--- config.mk ---
export PLATFORM = sky130hd
export DESIGN_NAME = ndp_tile_sequencer
export DESIGN_NICKNAME = d
export VERILOG_FILES = /design/src/rtl/ndp_tile_sequencer.sv
export SDC_FILE = /design/constraint.sdc
export NUM_CORES = 1
export LEC_CHECK = 0
export CORE_ASPECT_RATIO = 0.7
export CORE_MARGIN = 8
export CORE_UTILIZATION = 48
export CTS_CLUSTER_DIAMETER = 50
export CTS_CLUSTER_SIZE = 40
export DETAILED_ROUTE_END_ITERATION = 10
export PLACE_DENSITY = 0.85
export SYNTH_ARGS = -nofsm -noshare
export SYNTH_HDL_FRONTEND = slang
export SYNTH_SLANG_ARGS = --single-unit
--- constraint.sdc ---
create_clock -name clk -period 2.38 [get_ports clk]
set_input_delay 0.476 -clock clk [delete_from_list [all_inputs] [get_ports clk]]
set_output_delay 0.476 -clock clk [all_outputs]
set_load 0.02 [all_outputs]
--- src/rtl/ndp_tile_sequencer.sv ---
// Sequencer for one matrix-multiply pass of the NDP systolic array bank:
// clear accumulators, stream K operand pairs, drain the skew, flag completion.
module ndp_tile_sequencer #(
    parameter int unsigned ARR_WIDTH    = 4,
    parameter int unsigned ARR_HEIGHT   = 4,
    parameter int unsigned ADDR_WIDTH   = 12,
    parameter int unsigned DRAIN_CYCLES = ARR_WIDTH + ARR_HEIGHT - 1
) (
    input  logic                  clk,
    input  logic                  reset,
    input  logic                  start,
    input  logic [15:0]           k_len,
    input  logic [ADDR_WIDTH-1:0] base_addr_a,
    input  logic [ADDR_WIDTH-1:0] base_addr_b,
    input  logic                  stall,
    output logic                  sp_rd_en,
    output logic [ADDR_WIDTH-1:0] sp_rd_addr_a,
    output logic [ADDR_WIDTH-1:0] sp_rd_addr_b,
    output logic                  array_clear,
    output logic                  array_en,
    output logic                  feed_zero,
    output logic                  busy,
    output logic                  done,
    output logic                  err,
    output logic [31:0]           cycle_count
);

    localparam int unsigned D_W = (DRAIN_CYCLES > 1) ? $clog2(DRAIN_CYCLES) : 1;
    localparam logic [D_W-1:0] D_LAST = D_W'(DRAIN_CYCLES - 1);

    typedef enum logic [2:0] {
        S_IDLE, S_CLEAR, S_FEED, S_FLUSH, S_DRAIN, S_DONE
    } state_t;

    state_t                state_q;
    state_t                state_d;
    logic                  start_q;
    logic                  rd_en_q;
    logic [15:0]           k_q;
    logic [15:0]           i_q;
    logic [D_W-1:0]        d_q;
    logic [ADDR_WIDTH-1:0] base_a_q;
    logic [ADDR_WIDTH-1:0] base_b_q;
    logic                  start_pulse_c;
    logic                  accept_c;

    assign start_pulse_c = start & ~start_q;
    assign accept_c      = (state_q == S_IDLE) & start_pulse_c;

    // State register
    always_ff @(posedge clk) begin
        if (reset) begin
            state_q <= S_IDLE;
        end else begin
            state_q <= state_d;
        end
    end

    // Next-state logic
    always_comb begin
        state_d = state_q;
        case (state_q)
            S_IDLE: begin
                if (start_pulse_c) begin
                    state_d = (k_len == 16'd0) ? S_DONE : S_CLEAR;
                end
            end
            S_CLEAR: state_d = S_FEED;
            S_FEED: begin
                if (!stall && (i_q == k_q - 16'd1)) begin
                    state_d = S_FLUSH;
                end
            end
            S_FLUSH: state_d = S_DRAIN;
            S_DRAIN: begin
                if (!stall && (d_q == D_LAST)) begin
                    state_d = S_DONE;
                end
            end
            S_DONE:  state_d = S_IDLE;
            default: state_d = S_IDLE;
        endcase
    end

    // Output decode; array_en also covers the cycle after each issued read
    always_comb begin
        sp_rd_en     = 1'b0;
        sp_rd_addr_a = '0;
        sp_rd_addr_b = '0;
        array_clear  = 1'b0;
        array_en     = rd_en_q;
        feed_zero    = 1'b0;
        busy         = 1'b0;
        case (state_q)
            S_CLEAR: begin
                array_clear = 1'b1;
                busy        = 1'b1;
            end
            S_FEED: begin
                busy = 1'b1;
                if (!stall) begin
                    sp_rd_en     = 1'b1;
                    sp_rd_addr_a = base_a_q + ADDR_WIDTH'(i_q);
                    sp_rd_addr_b = base_b_q + ADDR_WIDTH'(i_q);
                end
            end
            S_FLUSH: busy = 1'b1;
            S_DRAIN: begin
                busy      = 1'b1;
                feed_zero = 1'b1;
                array_en  = rd_en_q | ~stall;
            end
            default: ;
        endcase
    end

    // Pass context, step counters and sticky status
    always_ff @(posedge clk) begin
        if (reset) begin
            start_q     <= 1'b0;
            rd_en_q     <= 1'b0;
            k_q         <= '0;
            i_q         <= '0;
            d_q         <= '0;
            base_a_q    <= '0;
            base_b_q    <= '0;
            done        <= 1'b0;
            err         <= 1'b0;
            cycle_count <= '0;
        end else begin
            start_q <= start;
            rd_en_q <= sp_rd_en;
            if (accept_c) begin
                k_q         <= k_len;
                base_a_q    <= base_addr_a;
                base_b_q    <= base_addr_b;
                i_q         <= '0;
                d_q         <= '0;
                done        <= 1'b0;
                err         <= (k_len == 16'd0);
                cycle_count <= '0;
            end else begin
                if (busy && (cycle_count != 32'hFFFF_FFFF)) begin
                    cycle_count <= cycle_count + 32'd1;
                end
                if (sp_rd_en) begin
                    i_q <= i_q + 16'd1;
                end
                if ((state_q == S_DRAIN) && !stall) begin
                    d_q <= d_q + D_W'(1);
                end
                // done is visible in the DONE cycle itself when arriving from DRAIN
                if ((state_q == S_DONE) || ((state_q == S_DRAIN) && (state_d == S_DONE))) begin
                    done <= 1'b1;
                end
            end
        end
    end

endmodule
==> results of run 1 <==
cell usage after synthesis, types with 3 or more instances:
library cell and number:
a21o_1 5, a21oi_1 69, a31oi_1 4, and2_1 7, and3_1 7, and4_1 5, clkbuf_1 30, dfxtp_1 98
ha_1 27, inv_1 19, mux2i_1 3, nand2_1 109, nand2b_1 6, nand3_1 27, nand4_1 13, nand4b_1 3
nor2_1 76, nor2b_1 7, nor3_1 17, nor3b_1 7, nor4_1 8, o21a_1 6, o21ai_0 15, o21bai_1 4
o22ai_1 3, o31ai_1 4, or2_2 4, or3_1 12, xnor2_1 45, xor2_1 35
layout by cell type, fill, tap and decap left out, drive strengths merged, types with 17 or more instances in the layout:
cell type	instances
buf	146
nand2	109
dfxtp	98
clkdlybuf4s50	77
nor2	76
a21oi	69
xnor2	45
xor2	35
nand3	27
ha	27
inv	20
nor3	17
per-stage QoR:
stage | hold slack [ps] | cells | power (mW)
after floorplan | 440 | 714 | 2.13
after global placement | 448 | 1053 | 2.39
after detailed placement | 453 | 1053 | 2.40
after CTS | 463 | 1075 | 3.78
after global routing | 485 | 1080 | 3.96
final | 462 | 1080 | 3.84
layer usage:
metal  track usage, %  vias up
li1                 -     2869
met1             30.8     2926
met2             36.6      305
met3             5.05       52
met4             8.44        0
met5                0        -
cell families (layout without fill, tap and decap cells):
family	count (synthesis)	after routing	share of synthesized area [%]
DFF	98	98	34.9
adders and majority gates	29	29	6.72
AOI/OAI and AO/OA	128	128	13.6
buffers and inverters	54	263	3.94
muxes	3	3	0.534
and+or+nand+nor	322	322	27.8
xor gates and xnor gates	80	80	12.5
sequential cells by signal, indices dropped and copies added, names as in the netlist, 3 cells and up:
signal / count
base_a_q: 12
base_b_q: 12
cycle_count: 32
d_q: 3
i_q: 16
k_q: 16
state_q: 3
path summary, 6_finish.rpt:
path,slack [ps],cells past startpoint,endpoint,startpoint
min reg2reg,460,2,base_a_q[7],base_a_q[7]
max reg2reg,80,10,i_q[15],state_q[0]
min,460,2,base_a_q[7],base_a_q[7]
max,-650,9,sp_rd_addr_b[10],i_q[1]
tightest hold or removal path, cell delays in order, from the launching register on:
cell and delay (ps):
dfxtp_1 310, nand2_1 50, a21oi_1 50
power by group:
| group | internal (mW) | switching, mW | leakage [nW] |
|---|---|---|---|
| Sequential | 1.69 | 0.0536 | 0.801 |
| Combinational | 0.312 | 0.368 | 2.43 |
| Clock | 0.761 | 0.651 | 0.141 |
final cells by class:
cell class	instances	area [um^2]	share of cell area [%]
clock buffer	11	253	3.03
timing repair buffer	228	2000	24.0
sequential	98	1980	23.8
tap	157	196	2.36
inverter	20	77.6	0.930
clock inverter	4	27.5	0.330
multi-input combinational	562	3800	45.6
timing repair:
item | CTS | global route
endpoints found under the setup margin | 37 | 25
setup buffers | 8 | 8
pin swaps | 24 | 26
resized for setup | 152 | 55
==> run_results.csv, run 1 <==
group,metric,value,unit
logic_synthesis,synth_seq_cells,98,
logic_synthesis,synth_enable_flop_cells,0,
logic_synthesis,synth-async-reset-ratio,0,%
timing,fin_skew,5.99,ps
route,drcViolationCount,0,
floorplanning,initial_core_util,48.6,%
final_layout,area_delta_synth_final,48.4,%
floorplanning,die_width,145,um
route,drt-wirelength-per-cell,18.3,um
setup_path,critical-path-slowest-cell,"a2111o_1",
logic_synthesis,syn-instance-count,714,
logic_synthesis,synth_top_area_share,34.9,%
route,totalWireLength,19800,um
setup_path,cp.arrival,2560,ps
global_routing,grt_max_degree,44,
pwr,p_leak,3.38,nW
timing,setup_viol,18,
timing,rsz0062_at_grt,"yes",
timing,fin_crit,3030,ps
timing,worstMarginPinSlew,485,ps
logic_synthesis,synth_ff_type,"dfxtp_1",
floorplanning,io_pins,107,
placed_design,place_area,0.00765,mm^2
setup_path,start_kind,"register",
global_routing,track_usage,23.2,%
placed_design,place_congestion,0.918,
timing,drv_slew,0,
final_layout,fin_nets,992,
floorplanning,die-area,0.0155,mm^2
clock_network,htreeDepth,3,
timing,max_slew_margin,67.6,%
route,dr.max_layer_used,"met4",
clock_network,path_clk_slew,70,ps
setup_path,cp_slowest_stage_delay,420,ps
setup_path,worstSetupPathType,"register to output pin",
final_layout,drive_gt1_share,25.9,%
clock_network,cts_hold_buf,0,
clock_network,clkLatencyLatePin,350,ps
clock_network,cts_buffers,9,
global_routing,overflow,0,
final_layout,antenna_cells,0,
placed_design,dp_hpwl,12700,um
clock_network,clockBufferDepth,2,
global_routing,antenna_found_initial,0,
setup_path,crit_buf_inv,2,
timing,timing.fmax,330,MHz
route,drt_iter0_drc,596,
job,cap_violations,0,
timing,setup_ws,-652,ps
route,wl_met3,1640,um
setup_path,path_common_cell,"a21oi_2",
setup_path,critPathRequiredTime,1900,ps
setup_path,cp_cell_sequence,"buf_12 > fa_2 > a21o_1 > a21oi_2 > o21bai_4 > a2111o_1 > a21oi_2 > a31o_2 > buf_6",
setup_path,cp-end-kind,"output pin",
global_routing,grt_pass1_wl,29600,um
clock_network,root_buffer,"clkbuf_16",
logic_synthesis,yosys-top-cells-area,"dfxtp_1, nand2_1, xnor2_1",
status,outcome,"finished with violations",
global_routing,grt_pass1_vias,5841,
final_layout,utilization,72.1,%
final_layout,nFillCells,810,
setup_path,critPathMaxFanout,3,
timing,tns,-7240,ps
logic_synthesis,yosys.area.top_type,"dfxtp_1",
route,dr_total_vias,6152,
placed_design,port_buffers,106,
logic_synthesis,synth_cell_types,60,
pwr,powerDensity,460,mW/mm^2
clock_network,cts_num_sinks,98,
logic_synthesis,avgSynthCellArea,7.87,um^2
pwr,ir_drop,334,uV
floorplanning,num_rows,33,
route,dr.pass1.iters,5,
route,met2_length,8920,um
worst_hold_path,hp-class,"register to register",
logic_synthesis,syn_area,0.00562,mm^2
route,met1_length,8670,um
placed_design,post-place-ws,-954,ps
route,ant_nets,0,
setup_path,critical-path-top-delay-family,"compound AO/OA/AOI/OAI gates",
route,viasPerCell,5.70,
clock_network,cts_tree,"built",
logic_synthesis,synth_fp_nets,787,
timing,post-route-period-util,127,%
status,violations,"negative setup slack",
floorplanning,die_height,107,um
timing,hold_violations,0,
logic_synthesis,yosysSeqAreaShare,34.9,%
final_layout,finalInstanceArea,0.00834,mm^2
logic_synthesis,yosysWarnings,0,
floorplanning,coreArea,0.0116,mm^2
Power figures use the tool's default switching activity.
==> inputs of run 2 (changes only) <==
REMOVE_ABC_BUFFERS = 1   (was unset)
==> run 2 against run 1 <==
Compared with the run above: register-to-register slack got worse by 40 ps; combinational power is essentially flat; setup slack got worse by 74 ps; sequential power about the same; largest cell class unchanged; cell area decreased by 0.98%; highest routed layer unchanged; critical endpoint is now sp_rd_addr_b[8]; wire length shrank 3.3%; the flow still finishes with violations (negative setup slack); power up 5.5%; global-route usage is 0.65 points lower; final cell count down 0.65%; clock power up 16%; critical path type unchanged.
==> run_results.csv, run 2 (synthesis gave the netlist of run 1 again) <==
group,metric,value,unit
setup_path,crit_buf_inv,1,
timing,fin_crit,3110,ps
timing,post-route-period-util,130,%
pwr,powerDensity,490,mW/mm^2
final_layout,largest_register_ffs,32,
final_layout,reg.largest.list,"cycle_count (32), i_q (16), k_q (16)",
route,drt-wirelength-per-cell,17.8,um
placed_design,port_buffers,106,
timing,drv_slew,0,
pwr,p_int,2.94,mW
global_routing,grt_max_degree,46,
final_layout,finalInstanceArea,0.00826,mm^2
worst_hold_path,hp-class,"register to register",
setup_path,worstSetupPathType,"register to output pin",
final_layout,final_common_cell,"buf_4",
setup_path,critPathRequiredTime,1900,ps
timing,holdWs,462,ps
timing,tns,-7210,ps
placed_design,dp_hpwl,12300,um
clock_network,htreeDepth,3,
global_routing,grt_pass1_vias,5771,
setup_path,critical-path-top-delay-family,"compound AO/OA/AOI/OAI gates",
timing,setup_viol,19,
setup_path,reg2reg_slack,40,ps
pwr,seq_power_share,43.0,%
final_layout,largest_register,"cycle_count",
pwr,combPwrFrac,16.8,%
route,totalWireLength,19100,um
floorplanning,initial_core_util,48.6,%
pwr,switching_power,1.11,mW
final_layout,antenna_cells,0,
route,ant_nets,0,
status,violations,"negative setup slack",
clock_network,path_clk_slew,70,ps
floorplanning,die_height,107,um
floorplanning,die-area,0.0155,mm^2
setup_path,timing.rr.start,"state_q[0]",
worst_hold_path,hold_depth,2,
global_routing,overflow,0,
pwr,ir_drop,382,uV
floorplanning,coreArea,0.0116,mm^2
route,drt_iter0_drc,611,
worst_hold_path,min_to,"base_b_q[10]",
setup_path,cp_cell_sequence,"ha_4 > fa_2 > a21o_1 > a21oi_4 > o21bai_4 > a2111oi_4 > o21ai_1 > a21oi_1 > buf_4",
global_routing,track_usage,22.6,%
global_routing,antenna_found_initial,0,
final_layout,area_delta_synth_final,46.9,%
route,dr.pass1.iters,6,
timing,rsz0062_at_grt,"yes",
pwr,swShare,27.4,%
clock_network,cts_buffers,9,
setup_path,reg2reg_depth,7,
status,outcome,"finished with violations",
floorplanning,die_width,145,um
setup_path,critical-path-slowest-cell,"a2111oi_4",
job,cap_violations,0,
global_routing,grt_pass1_wl,29100,um
setup_path,r2r_end,"state_q[0]",
final_layout,final_cell_mix,"buf_4, nand2_1, dfxtp_1",
final_layout,fin_nets,984,
clock_network,cts_hold_buf,0,
route,drcViolationCount,0,
clock_network,root_buffer,"clkbuf_16",
final_layout,drive_gt1_share,23.8,%
setup_path,cp_slowest_stage_delay,380,ps
timing,max_slew_margin,61.7,%
floorplanning,io_pins,107,
timing,setup_ws,-726,ps
clock_network,cts_tree,"built",
timing,timing.fmax,322,MHz
pwr,clockPowerShare,40.2,%
clock_network,clockBufferDepth,2,
setup_path,critPathMaxFanout,3,
timing,hold_violations,0,
timing,fin_skew,11.4,ps
pwr,p_leak,3.29,nW
setup_path,start_kind,"register",
route,dr_total_vias,6133,
clock_network,cts_num_sinks,98,
worst_hold_path,worstHoldStart,"base_b_q[10]",
clock_network,clkLatencyLatePin,350,ps
setup_path,cp.arrival,2630,ps
placed_design,place_congestion,0.946,
floorplanning,num_rows,33,
timing,worstMarginPinSlew,570,ps
setup_path,cp-end-kind,"output pin",
route,viasPerCell,5.72,
placed_design,place_area,0.00753,mm^2
run 2: final cells by class:
cell class | instances | area, um^2
clock buffer | 9 | 225
clock inverter | 7 | 105
fill | 803 | 3300
inverter | 20 | 77.6
multi-input combinational | 562 | 3760
sequential | 98 | 1970
tap | 157 | 196
timing repair buffer | 220 | 1920
run 2: repair_timing:
| action | 4_1_cts | 5_1_grt |
|---|---|---|
| resized for setup | 174 | 41 |
| setup endpoints to repair | 40 | 34 |
| buffers inserted | 8 | 5 |
| pin swaps | 29 | 25 |
run 2: how the worst max path moves through the flow:
stage | startpoint | cells after the start | slack, ps | to
3_5_place_dp | i_q[0] | 9 | -1100 | sp_rd_addr_b[8]
3_3_place_gp | i_q[0] | 9 | -910 | sp_rd_addr_b[8]
4_1_cts | i_q[0] | 10 | -530 | sp_rd_addr_a[10]
2_1_floorplan | i_q[0] | 8 | -490 | sp_rd_addr_b[8]
5_1_grt | i_q[0] | 9 | -770 | sp_rd_addr_b[8]
6_report | i_q[0] | 9 | -730 | sp_rd_addr_b[8]
run 2: routing by layer:
layer,track usage (%),vias to the layer above,routed length (um)
met1,29.5,2863,8150
li1,-,2851,-
met4,9.25,0,709
met2,36.0,343,8670
met5,0,-,0
met3,4.58,76,1600
run 2: power groups by stage:
stage / sequential, mW / combinational (mW) / clock [mW]
3_5_place_dp: 1.77 / 0.623 / 0
5_1_grt: 1.75 / 0.731 / 1.71
4_1_cts: 1.74 / 0.640 / 1.63
2_1_floorplan: 1.77 / 0.323 / 0
3_3_place_gp: 1.77 / 0.609 / 0
6_report: 1.74 / 0.678 / 1.63
run 2: worst register-to-register path: stages (launching register included):
cell and delay (ps):
dfxtp_1 320, or4b_1 530, buf_6 170, nor3_1 300, o2111ai_1 240, a211oi_1 250
nand4_1 160, o31ai_1 270
run 2: stage by stage:
| stage | util (%) | power (mW) | worst slack, ps | cells |
|---|---|---|---|---|
| floorplan | - | 2.10 | -489 | 680 |
| global placement | 65.2 | 2.38 | -907 | 1048 |
| detailed placement | 65.2 | 2.40 | -1100 | 1048 |
| CTS | 70.0 | 4.01 | -532 | 1071 |
| global route | 71.4 | 4.18 | -770 | 1073 |
| finish | 71.4 | 4.05 | -726 | 1073 |
==> inputs of run 3 (changes only) <==
CORE_MARGIN = unset   (was 8)
RECOVER_POWER = 50   (was unset)
==> run 3 against run 2 <==
Compared with the run above: the run still ends with negative setup slack left; cell area unchanged; setup slack improved by 97 ps; clock skew decreased by 2.8 ps; die area decreased by 22%; clock power about the same; first-iteration DRC count decreased by 23%; final cell count decreased by 0.84%; sequential share of layout area about the same; via count decreased by 3.1%; worst hold slack improved by 0.72 ps; wire length decreased by 8.9%; flip-flop and latch count unchanged; critical path type unchanged; highest routed layer unchanged.
==> run_results.csv, run 3 (synthesis gave the netlist of run 1 again) <==
group,metric,value,unit
setup_path,cp.arrival,2530,ps
route,dr.max_layer_used,"met4",
floorplanning,io_pins,107,
floorplanning,coreArea,0.0112,mm^2
final_layout,multi_input_area,0.00380,mm^2
floorplanning,initial_core_util,50.1,%
timing,timing.fmax,332,MHz
placed_design,dp_hpwl,11800,um
floorplanning,die_height,92.5,um
status,violations,"negative setup slack",
setup_path,critPathMaxFanout,3,
status,outcome,"finished with violations",
route,ant_nets,0,
floorplanning,die-area,0.0122,mm^2
final_layout,area_delta_synth_final,46.9,%
final_layout,finalInstanceArea,0.00826,mm^2
final_layout,reg.largest.list,"cycle_count (32), i_q (16), k_q (16)",
floorplanning,num_rows,32,
setup_path,reg2reg_slack,10,ps
final_layout,nFillCells,761,
timing,hold_violations,0,
global_routing,grt_max_degree,44,
timing,worstMarginPinSlew,952,ps
worst_hold_path,hp-class,"register to register",
global_routing,grt_pass1_vias,5545,
global_routing,grt_pass1_wl,27500,um
pwr,p_total,4.02,mW
worst_hold_path,min_to,"base_b_q[10]",
setup_path,timing.rr.start,"state_q[0]",
worst_hold_path,worstHoldStart,"base_b_q[10]",
job,cap_violations,0,
clock_network,clkLatencyLatePin,340,ps
final_layout,regArea,0.00197,mm^2
timing,setup_viol,18,
setup_path,worstSetupPathType,"register to output pin",
clock_network,path_clk_slew,70,ps
route,dr.pass1.iters,5,
clock_network,cts_num_sinks,98,
route,totalWireLength,17400,um
final_layout,antenna_cells,0,
final_layout,largest_register_ffs,32,
clock_network,root_buffer,"clkbuf_16",
timing,rsz0062_at_grt,"yes",
timing,max_slew_margin,36.6,%
global_routing,antenna_found_initial,0,
timing,fin_skew,8.60,ps
worst_hold_path,hold_depth,2,
placed_design,place_congestion,0.954,
clock_network,htreeDepth,3,
setup_path,cp-end-kind,"output pin",
pwr,powerDensity,487,mW/mm^2
global_routing,track_usage,28.2,%
global_routing,overflow,0,
pwr,p_leak,3.35,nW
placed_design,port_buffers,106,
final_layout,final_common_cell,"buf_4",
setup_path,r2r_end,"state_q[0]",
placed_design,place_area,0.00752,mm^2
timing,fin_crit,3010,ps
timing,post-route-period-util,126,%
pwr,ir_drop,398,uV
final_layout,final_cell_mix,"buf_4, nand2_1, dfxtp_1",
route,dr_total_vias,5943,
final_layout,drive_gt1_share,24.3,%
setup_path,reg2reg_depth,7,
route,wl_met3,1220,um
final_layout,largest_register,"cycle_count",
route,drcViolationCount,0,
route,drt-wirelength-per-cell,16.4,um
timing,drv_slew,0,
route,drt_iter0_drc,472,
route,viasPerCell,5.59,
route,met1_length,7920,um
clock_network,clockBufferDepth,2,
timing,setup_ws,-629,ps
clock_network,cts_tree,"built",
setup_path,start_kind,"register",
setup_path,critPathRequiredTime,1900,ps
route,met2_length,7810,um
clock_network,cts_buffers,9,
final_layout,fin_nets,979,
floorplanning,die_width,131,um
[run 3: changes by cell type in the layout (fill, tap and decap cells not counted), sizes merged]
| cell | change |
|---|---|
| clkbuf | +3 |
| dlygate4sd3 | +19 |
| inv | -1 |
| clkdlybuf4s50 | -20 |
| buf | -7 |
| dlymetal6s2s | +1 |
[run 3: worst max-delay path, cell delays in order (launching register included)]
cell      delay [ps]
dfxtp_2          340
ha_4             160
fa_2             340
a21o_1           180
a21oi_2          230
o21bai_4         130
a2111o_1         420
a21oi_2          140
a31o_2           130
buf_6            110
[run 3: cell type report]
cell class	count	area share, %
Clock buffer	10	2.89
Sequential cell	98	23.9
Tap cell	153	2.32
Inverter	20	0.940
Timing Repair Buffer	215	22.7
Multi-Input combinational cell	562	46.1
Clock inverter	6	1.14
[run 3: what timing repair did]
item,in CTS,in global routing
hold buffers,0,0
setup endpoints to repair,42,36
setup buffers,5,3
endpoints found under the hold margin,0,0
pin swaps,26,20
gates resized for setup,170,46
[run 3: worst max-delay path by stage]
stage / from / to / slack, ps / cells after the start
6_report: i_q[0] / sp_rd_addr_b[10] / -630 / 9
4_1_cts: i_q[0] / sp_rd_addr_b[10] / -510 / 9
3_3_place_gp: i_q[0] / sp_rd_addr_b[8] / -920 / 9
5_1_grt: i_q[0] / sp_rd_addr_b[10] / -790 / 9
2_1_floorplan: i_q[0] / sp_rd_addr_b[8] / -490 / 8
3_5_place_dp: i_q[0] / sp_rd_addr_b[8] / -1000 / 9
[run 3: where the power goes]
group / internal (mW) / switching (mW) / total (mW) / leakage (nW)
Combinational: 0.306 / 0.356 / 0.662 / 2.39
Sequential: 1.70 / 0.0529 / 1.75 / 0.799
Clock: 0.961 / 0.646 / 1.61 / 0.160
[run 3: per-layer routing]
layer,GRT usage [%],vias to the layer above
met4,8.91,0
met3,5.58,47
met2,43.2,258
met5,0,-
met1,39.7,2794
li1,-,2844
[run 3: stage by stage]
stage	TNS [ps]	utilization [%]	std cells	hold WS [ps]	worst slack [ps]
floorplan	-21520	-	680	434	-489
global placement	-25370	67.1	1040	448	-923
detailed placement	-25240	67.1	1040	452	-1000
CTS	-4990	71.6	1061	461	-506
global route	-8050	73.6	1064	481	-791
finish	-5810	73.6	1064	462	-629
